**src/rtl/vga_pixel_fetch_pkg.sv**
```systemverilog
// Shared VGA 640x480@60 timing constants, RGB332 field positions and the sync/visibility delay word.
// Pure declarations: no latency, no flow control.
package vga_pixel_fetch_pkg;

  localparam int H_VISIBLE = 640;
  localparam int V_VISIBLE = 480;
  localparam int H_TOTAL   = 800;
  localparam int V_TOTAL   = 525;

  localparam int R_LSB = 5;
  localparam int G_LSB = 2;
  localparam int B_LSB = 0;

  typedef struct packed {
    logic hsync;
    logic vsync;
    logic vis;
    logic first;
  } dly_t;

endpackage

```
**src/rtl/delay_en.sv**
```systemverilog
// Enable-gated shift register with async active-low clear; DEPTH enabled clocks of latency.
// Holds every stage while en is low.
module delay_en #(
  parameter int WIDTH = 1,
  parameter int DEPTH = 2
) (
  input  logic             clk,
  input  logic             rst_n,
  input  logic             en,
  input  logic [WIDTH-1:0] d,
  output logic [WIDTH-1:0] q
);

  logic [WIDTH-1:0] sr [DEPTH];

  always_ff @(posedge clk or negedge rst_n) begin
    if (!rst_n) begin
      for (int i = 0; i < DEPTH; i++) sr[i] <= '0;
    end else if (en) begin
      sr[0] <= d;
      for (int i = 1; i < DEPTH; i++) sr[i] <= sr[i-1];
    end
  end

  assign q = sr[DEPTH-1];

endmodule

```
**src/rtl/vga_pixel_fetch.sv**
```systemverilog
// Maps visible (hidx, vidx) to upscaled frame-buffer reads and drives RGB332/sync pins 2 pixel ticks later.
// Advances only on i_px_clk; with the tick held low, addresses, pins and syncs hold.
module vga_pixel_fetch
  import vga_pixel_fetch_pkg::*;
#(
  parameter int SCALE_SHIFT = 2,
  parameter int FB_W        = 160,
  parameter int FB_H        = 120,
  parameter int ADDR_BITS   = 15,
  parameter int PX_BITS     = 8
) (
  input  logic                 clk,
  input  logic                 i_rst_n,
  input  logic                 i_px_clk,
  input  logic                 i_hsync_en,
  input  logic                 i_vsync_en,
  input  logic                 i_haddr_en,
  input  logic                 i_vaddr_en,
  input  logic [9:0]           i_hidx,
  input  logic [9:0]           i_vidx,
  output logic                 o_rd_en,
  output logic [ADDR_BITS-1:0] o_rd_addr,
  input  logic [PX_BITS-1:0]   i_rd_data,
  output logic [2:0]           o_red,
  output logic [2:0]           o_green,
  output logic [1:0]           o_blue,
  output logic                 o_hsync_n,
  output logic                 o_vsync_n,
  output logic                 o_frame_start
);

  localparam logic [ADDR_BITS-1:0] LAST_ROW_BASE = ADDR_BITS'(FB_W * (FB_H - 1));

  logic                 vis;
  logic                 row_step;
  logic [ADDR_BITS-1:0] row_base;
  logic                 rd_pend;
  logic [PX_BITS-1:0]   pix_q;
  logic [PX_BITS-1:0]   pix_a;
  dly_t                 dly_d;
  dly_t                 dly_q;

  assign vis = i_haddr_en & i_vaddr_en;

  // Last pixel of the last replicated line of a source row, except the final visible line.
  assign row_step = i_haddr_en && (i_hidx == 10'(H_VISIBLE - 1)) &&
                    (&i_vidx[SCALE_SHIFT-1:0]) && (i_vidx != 10'(V_VISIBLE - 1)) &&
                    (row_base != LAST_ROW_BASE);

  assign dly_d = '{hsync: i_hsync_en,
                   vsync: i_vsync_en,
                   vis:   vis,
                   first: vis && (i_hidx == '0) && (i_vidx == '0)};

  delay_en #(.WIDTH($bits(dly_t)), .DEPTH(2)) u_dly (
    .clk   (clk),
    .rst_n (i_rst_n),
    .en    (i_px_clk),
    .d     (dly_d),
    .q     (dly_q)
  );

  always_ff @(posedge clk or negedge i_rst_n) begin
    if (!i_rst_n) begin
      o_rd_en       <= 1'b0;
      o_rd_addr     <= '0;
      row_base      <= '0;
      rd_pend       <= 1'b0;
      pix_q         <= '0;
      pix_a         <= '0;
      o_red         <= '0;
      o_green       <= '0;
      o_blue        <= '0;
      o_hsync_n     <= 1'b1;
      o_vsync_n     <= 1'b1;
      o_frame_start <= 1'b0;
    end else begin
      rd_pend       <= o_rd_en;
      o_rd_en       <= 1'b0;
      o_frame_start <= 1'b0;
      if (rd_pend) pix_q <= i_rd_data;
      if (i_px_clk) begin
        o_rd_en <= vis;
        if (vis) o_rd_addr <= row_base + ADDR_BITS'(i_hidx >> SCALE_SHIFT);
        if (!i_vaddr_en)   row_base <= '0;
        else if (row_step) row_base <= row_base + ADDR_BITS'(FB_W);
        // Data of the previous tick's read: live if it lands on this edge, else already
        // parked in pix_q because the tick stream stalled after the read.
        pix_a         <= rd_pend ? i_rd_data : pix_q;
        o_red         <= dly_q.vis ? pix_a[R_LSB +: 3] : 3'd0;
        o_green       <= dly_q.vis ? pix_a[G_LSB +: 3] : 3'd0;
        o_blue        <= dly_q.vis ? pix_a[B_LSB +: 2] : 2'd0;
        o_hsync_n     <= ~dly_q.hsync;
        o_vsync_n     <= ~dly_q.vsync;
        o_frame_start <= dly_q.vis & dly_q.first;
      end
    end
  end

endmodule

```
**config.mk**
```make
export PLATFORM = sky130hd
export DESIGN_NAME = vga_pixel_fetch
export DESIGN_NICKNAME = d
export VERILOG_FILES = /design/src/rtl/vga_pixel_fetch_pkg.sv /design/src/rtl/delay_en.sv /design/src/rtl/vga_pixel_fetch.sv
export SDC_FILE = /design/constraint.sdc
export NUM_CORES = 1
export LEC_CHECK = 0
export ABC_AREA = 0
export BUFFER_PORTS_ARGS = -buffer_cell sky130_fd_sc_hd__buf_4
export CORE_UTILIZATION = 35
export CTS_BUF_LIST = sky130_fd_sc_hd__clkbuf_4 sky130_fd_sc_hd__clkbuf_8 sky130_fd_sc_hd__clkbuf_16
export DETAILED_ROUTE_END_ITERATION = 16
export GPL_ROUTABILITY_DRIVEN = 0
export PLACE_DENSITY = 0.65
export REMOVE_ABC_BUFFERS = 1
export SKIP_LAST_GASP = 1
export SYNTH_ARGS = -nofsm -noshare
export SYNTH_HDL_FRONTEND = slang
export SYNTH_HIERARCHICAL = 1
export SYNTH_SLANG_ARGS = --single-unit
```
**constraint.sdc**
```tcl
create_clock -name clk -period 2.4 [get_ports clk]
set_input_delay 0.24 -clock clk [delete_from_list [all_inputs] [get_ports clk]]
set_output_delay 0.24 -clock clk [all_outputs]
set_load 0.01 [all_outputs]
```
# Word level (Yosys, flattened, before mapping)
# Cells that the tools add are included.
# totals
regBits	67
latch_bits	0
ramBits	0
mem_bits_ro	0
inputBits	35
out_inout_bits	27
word_cells	43
memories	0
# classes
addsub	2
mul	0
n_div	0
magnitude_cmp	0
eq_ne	4
shift	0
mux	8
bitwise_logic	4
reduce_logical	11
# ops
operator	n
$mux 15	2
$logic_not 10->1	2
$add 15x8->15	1
$add 15x8->15 const B	1
$ne 15x15->1 const B	1
$eq 10x10->1 const B	1
$ne 10x9->1 const B	1
$mux 8	1
$logic_and 1x1->1	6
$mux 3	2
$reduce_and 2->1	3
$and 1x1->1	2
$mux 1	2
$mux 2	1
$ne 2x1->1 const B	1
$not 1->1	2

# Logic depth before layout (Yosys ltp)
# logic_depth
depth_word	7
mapped_depth	5

# By module
# The synthesis kept the hierarchy.
# by_module_without_submodules
module	instances	cells_per_inst	area_each_um2
vga_pixel_fetch	1	243	2651.3
delay_en	1	21	361.6

# Least setup slack after synthesis
# Ideal clock, no wire load.
# synth_path
path_type	reg-to-reg
start	register row_base[6]
end	register o_rd_addr[9]
setup_time_ns	0.133
arrival_time_ns	1.544
t_required_ns	2.267
slack_ns	0.723
path_stages_with_launch	6
path_buffers	0
synth_period_minus_slack_ns	1.677
cell_sequence	dfrtp_1 > ha_1 > a211oi_1 > nor2_1 > xnor2_1 > o21ai_1
# synth_via
elab_chain_len	1
# synth_rtl
element	line_no	text
from (decl)	vga_pixel_fetch.sv:36	logic [ADDR_BITS-1:0] row_base;
from (signal assigned)	vga_pixel_fetch.sv:86	else if (row_step) row_base <= row_base + ADDR_BITS'(FB_W);
$add 15x8->15	vga_pixel_fetch.sv:84	if (vis) o_rd_addr <= row_base + ADDR_BITS'(i_hidx >> SCALE_SHIFT);
to (signal assigned)	vga_pixel_fetch.sv:84	
to (decl)	vga_pixel_fetch.sv:22	output logic [ADDR_BITS-1:0] o_rd_addr,
# Every way passes these cells.
# A chain may end at the register's enable or synchronous reset.

# Worst setup path in the final report
# Ends and elaborated chain as after synthesis.

==> out/qor.yml <==
netlist_area_um2: 3010
worstMarginPinSlew_ns: 0.772
layout_min_cycle_time_ns: 1.91
p_leak_nw: 1.68
ant_nets: 0
path_max_fanout: 6
ys_warn_count: 6
fin_skew_ns: 0.00809
antenna_found_initial: 0
cp.required_ns: 2.61
rsz0062_at_grt: "false"
grt_pass1_vias: 2258
hold_violations: 22
overflow: 0
pwr-share-seq: 0.477
hold_buffers: 0
synth_edf_count: 0
synth-seq-area-share: 0.516
endpoint_kind: "flop"
synth_area_per_cell_um2: 11.4
p_int_mw: 1.94
pin_count: 62
drc: 0
min_period_over_period: 0.798
dp_hpwl_um: 4610
maxSlewViolCount: 0
root_buffer: "clkbuf_8"
syn2layout_area_growth_pct: 24.0
place_ws_ns: 0.495
io_buffer_count: 61
tns_ns: 0
start_kind: "flop"
path_clk_slew_ns: 0.07
clockBufferDepth: 2
yosys_most_used_dff: "dfrtp_1"
routedWlPerCell_um: 15.0
slew_headroom: 0.485
status: "finished with violations"
antenna_cells: 0
drive_above_1_share: 0.345
p_switching_mw: 0.623
nNetsFinal: 359
holdWs_ns: -0.0201
cts_setup_buffers: 0
stdcell_count: 430
finish.utilization: 0.453
cp_cell_sequence: "ha_1 > a211oi_1 > nor2_1 > xnor2_1 > o21ai_1"
worst_slack_ns: 0.486
initial_utilization: 0.365
viasPerCell: 5.18
worstReg2RegEnd: "o_rd_addr[9]$_DFFE_PN0P_"
finalWirelength_um: 6430
first_iter_violations: 124
cts_tree: "built"
die-area_um2: 8980
swShare: 0.243
async_flop_share: 1.00
cts_buffers: 9
worstRegToRegCells: 5
track_usage: 0.162
cpPeakStageDelay_ns: 0.60
cp.arrival_ns: 2.13
violations: "negative hold slack"
ff2ff_setup_slack_ns: 0.49
fp-row-count: 33
grt_first_pass_wirelength_um: 11000
clk_latency_ns: 0.33
final_cell_mix: "buf_4 (62), dfrtp_1 (60), nand2_1 (21)"
synth_cells: 264
num_vias: 2226
setup_viol: 0
first_pass_iters: 4
die_x_um: 94.8
powerDensity_nw_per_um2: 687
cpMaxStageDelayCell: "a211oi_1"
cap_violations: 0
core_region_area_um2: 8260
hp-class: "input pin to asynchronous set/reset pin"
r2r_start: "row_base[6]$_DFFE_PN0P_"
h-tree-depth: 3
worstSetupPathType: "flop to flop"
dp.cells: 414
grt_max_degree: 63
fp.dieH_um: 94.8
ys_types: 55
ys_ff_latch: 62
ir_worst_vdd_uv: 278
clock_sinks: 62
combPwrFrac: 0.133
final_common_cell: "buf_4"
cts_resized: 0
max_freq_ghz: 0.522
clkPwrFrac: 0.390
==> registers in the layout (all words and copies together), names as in the netlist <==
name           cells
u_dly/q            4
row_base          10
rd_pend            1
o_green            3
o_frame_start      1
o_rd_en            1
u_dly/sr           4
o_rd_addr         15
o_red              3
pix_q              8
o_hsync_n          1
o_vsync_n          1
pix_a              8
o_blue             2
==> how the worst max path moves through the flow <==
stage | startpoint | endpoint
2_1_floorplan | row_base[6]$_DFFE_PN0P_ | o_rd_addr[9]$_DFFE_PN0P_
3_3_place_gp | row_base[6]$_DFFE_PN0P_ | o_rd_addr[9]$_DFFE_PN0P_
3_5_place_dp | row_base[6]$_DFFE_PN0P_ | o_rd_addr[9]$_DFFE_PN0P_
4_1_cts | row_base[6]$_DFFE_PN0P_ | o_rd_addr[8]$_DFFE_PN0P_
5_1_grt | row_base[6]$_DFFE_PN0P_ | o_rd_addr[9]$_DFFE_PN0P_
6_report | row_base[6]$_DFFE_PN0P_ | o_rd_addr[9]$_DFFE_PN0P_
==> per-stage QoR <==
step | hold WS (ns) | area, um^2 | power, mW
5_1_grt | 0.0431 | 3740 | 2.71
6_report | -0.0201 | 3740 | 2.57
4_1_cts | 0.0145 | 3740 | 2.60
3_3_place_gp | 0.362 | 3520 | 1.58
3_5_place_dp | 0.365 | 3520 | 1.59
2_1_floorplan | -0.0556 | 2920 | 1.39
==> cell type report <==
type	instances	area [um^2]
clock buffers	10	131
clock inverters	6	86.3
fillers	804	4520
inverters	12	45.0
multi-input cells	173	1320
flip-flops and latches	62	1550
well taps	105	131
repair buffers	62	465
==> synth_stat cells (all sizes together), types with 3 or more instances <==
cell type / n / area (um^2)
a211oi: 3 / 27.5
buf: 9 / 60.1
nor3: 7 / 40.0
o21ai: 20 / 100
nor2: 3 / 27.5
mux2: 30 / 368
and2: 5 / 31.3
nand2: 22 / 85.1
ha: 4 / 50.1
nor4: 8 / 50.1
inv: 12 / 45.1
nand3: 16 / 80.1
and3: 3 / 18.8
and4: 4 / 35.0
a31oi: 3 / 18.8
a211o: 3 / 26.3
dfrtp: 60 / 1500
xnor2: 8 / 70.1
a21oi: 3 / 15.0
clkbuf: 8 / 30.0
nand4: 3 / 25.0
o311ai: 5 / 51.3
o41ai: 5 / 51.3
==> kinds of logic after synthesis <==
kind of cell,Yosys count,synth area share
buffers and inverters,29,0.0449
adder cells (fa/ha/maj),4,0.0166
AO/OA/AOI/OAI,50,0.119
XOR/XNOR,8,0.0233
multiplexers,30,0.122
AND/OR/NAND/NOR,81,0.158
flip-flops,62,0.516
==> layer usage <==
layer,up-vias,share of wire,track usage
li1,1086,-,-
met1,1062,0.47,0.226
met2,74,0.46,0.240
met3,4,0.061,0.0395
met4,0,0.012,0.0631
met5,-,0,0
==> power by group through the flow <==
stage	Clock, mW	Sequential [mW]	Combinational, mW
after floorplan	0	1.25	0.135
after global placement	0	1.24	0.341
after detailed placement	0	1.25	0.348
after CTS	1.03	1.23	0.349
after global routing	1.09	1.24	0.378
final	1.00	1.23	0.341
==> worst max-delay path, delay by kind of cell, from the launching register on <==
kind	cells	cell delay (ns)
and+or+nand+nor	1	0.17
DFF	1	0.44
AOI/OAI and AO/OA	2	0.67
adders and majority gates	1	0.34
xor gates and xnor gates	1	0.18
Power figures use the tool's default switching activity.
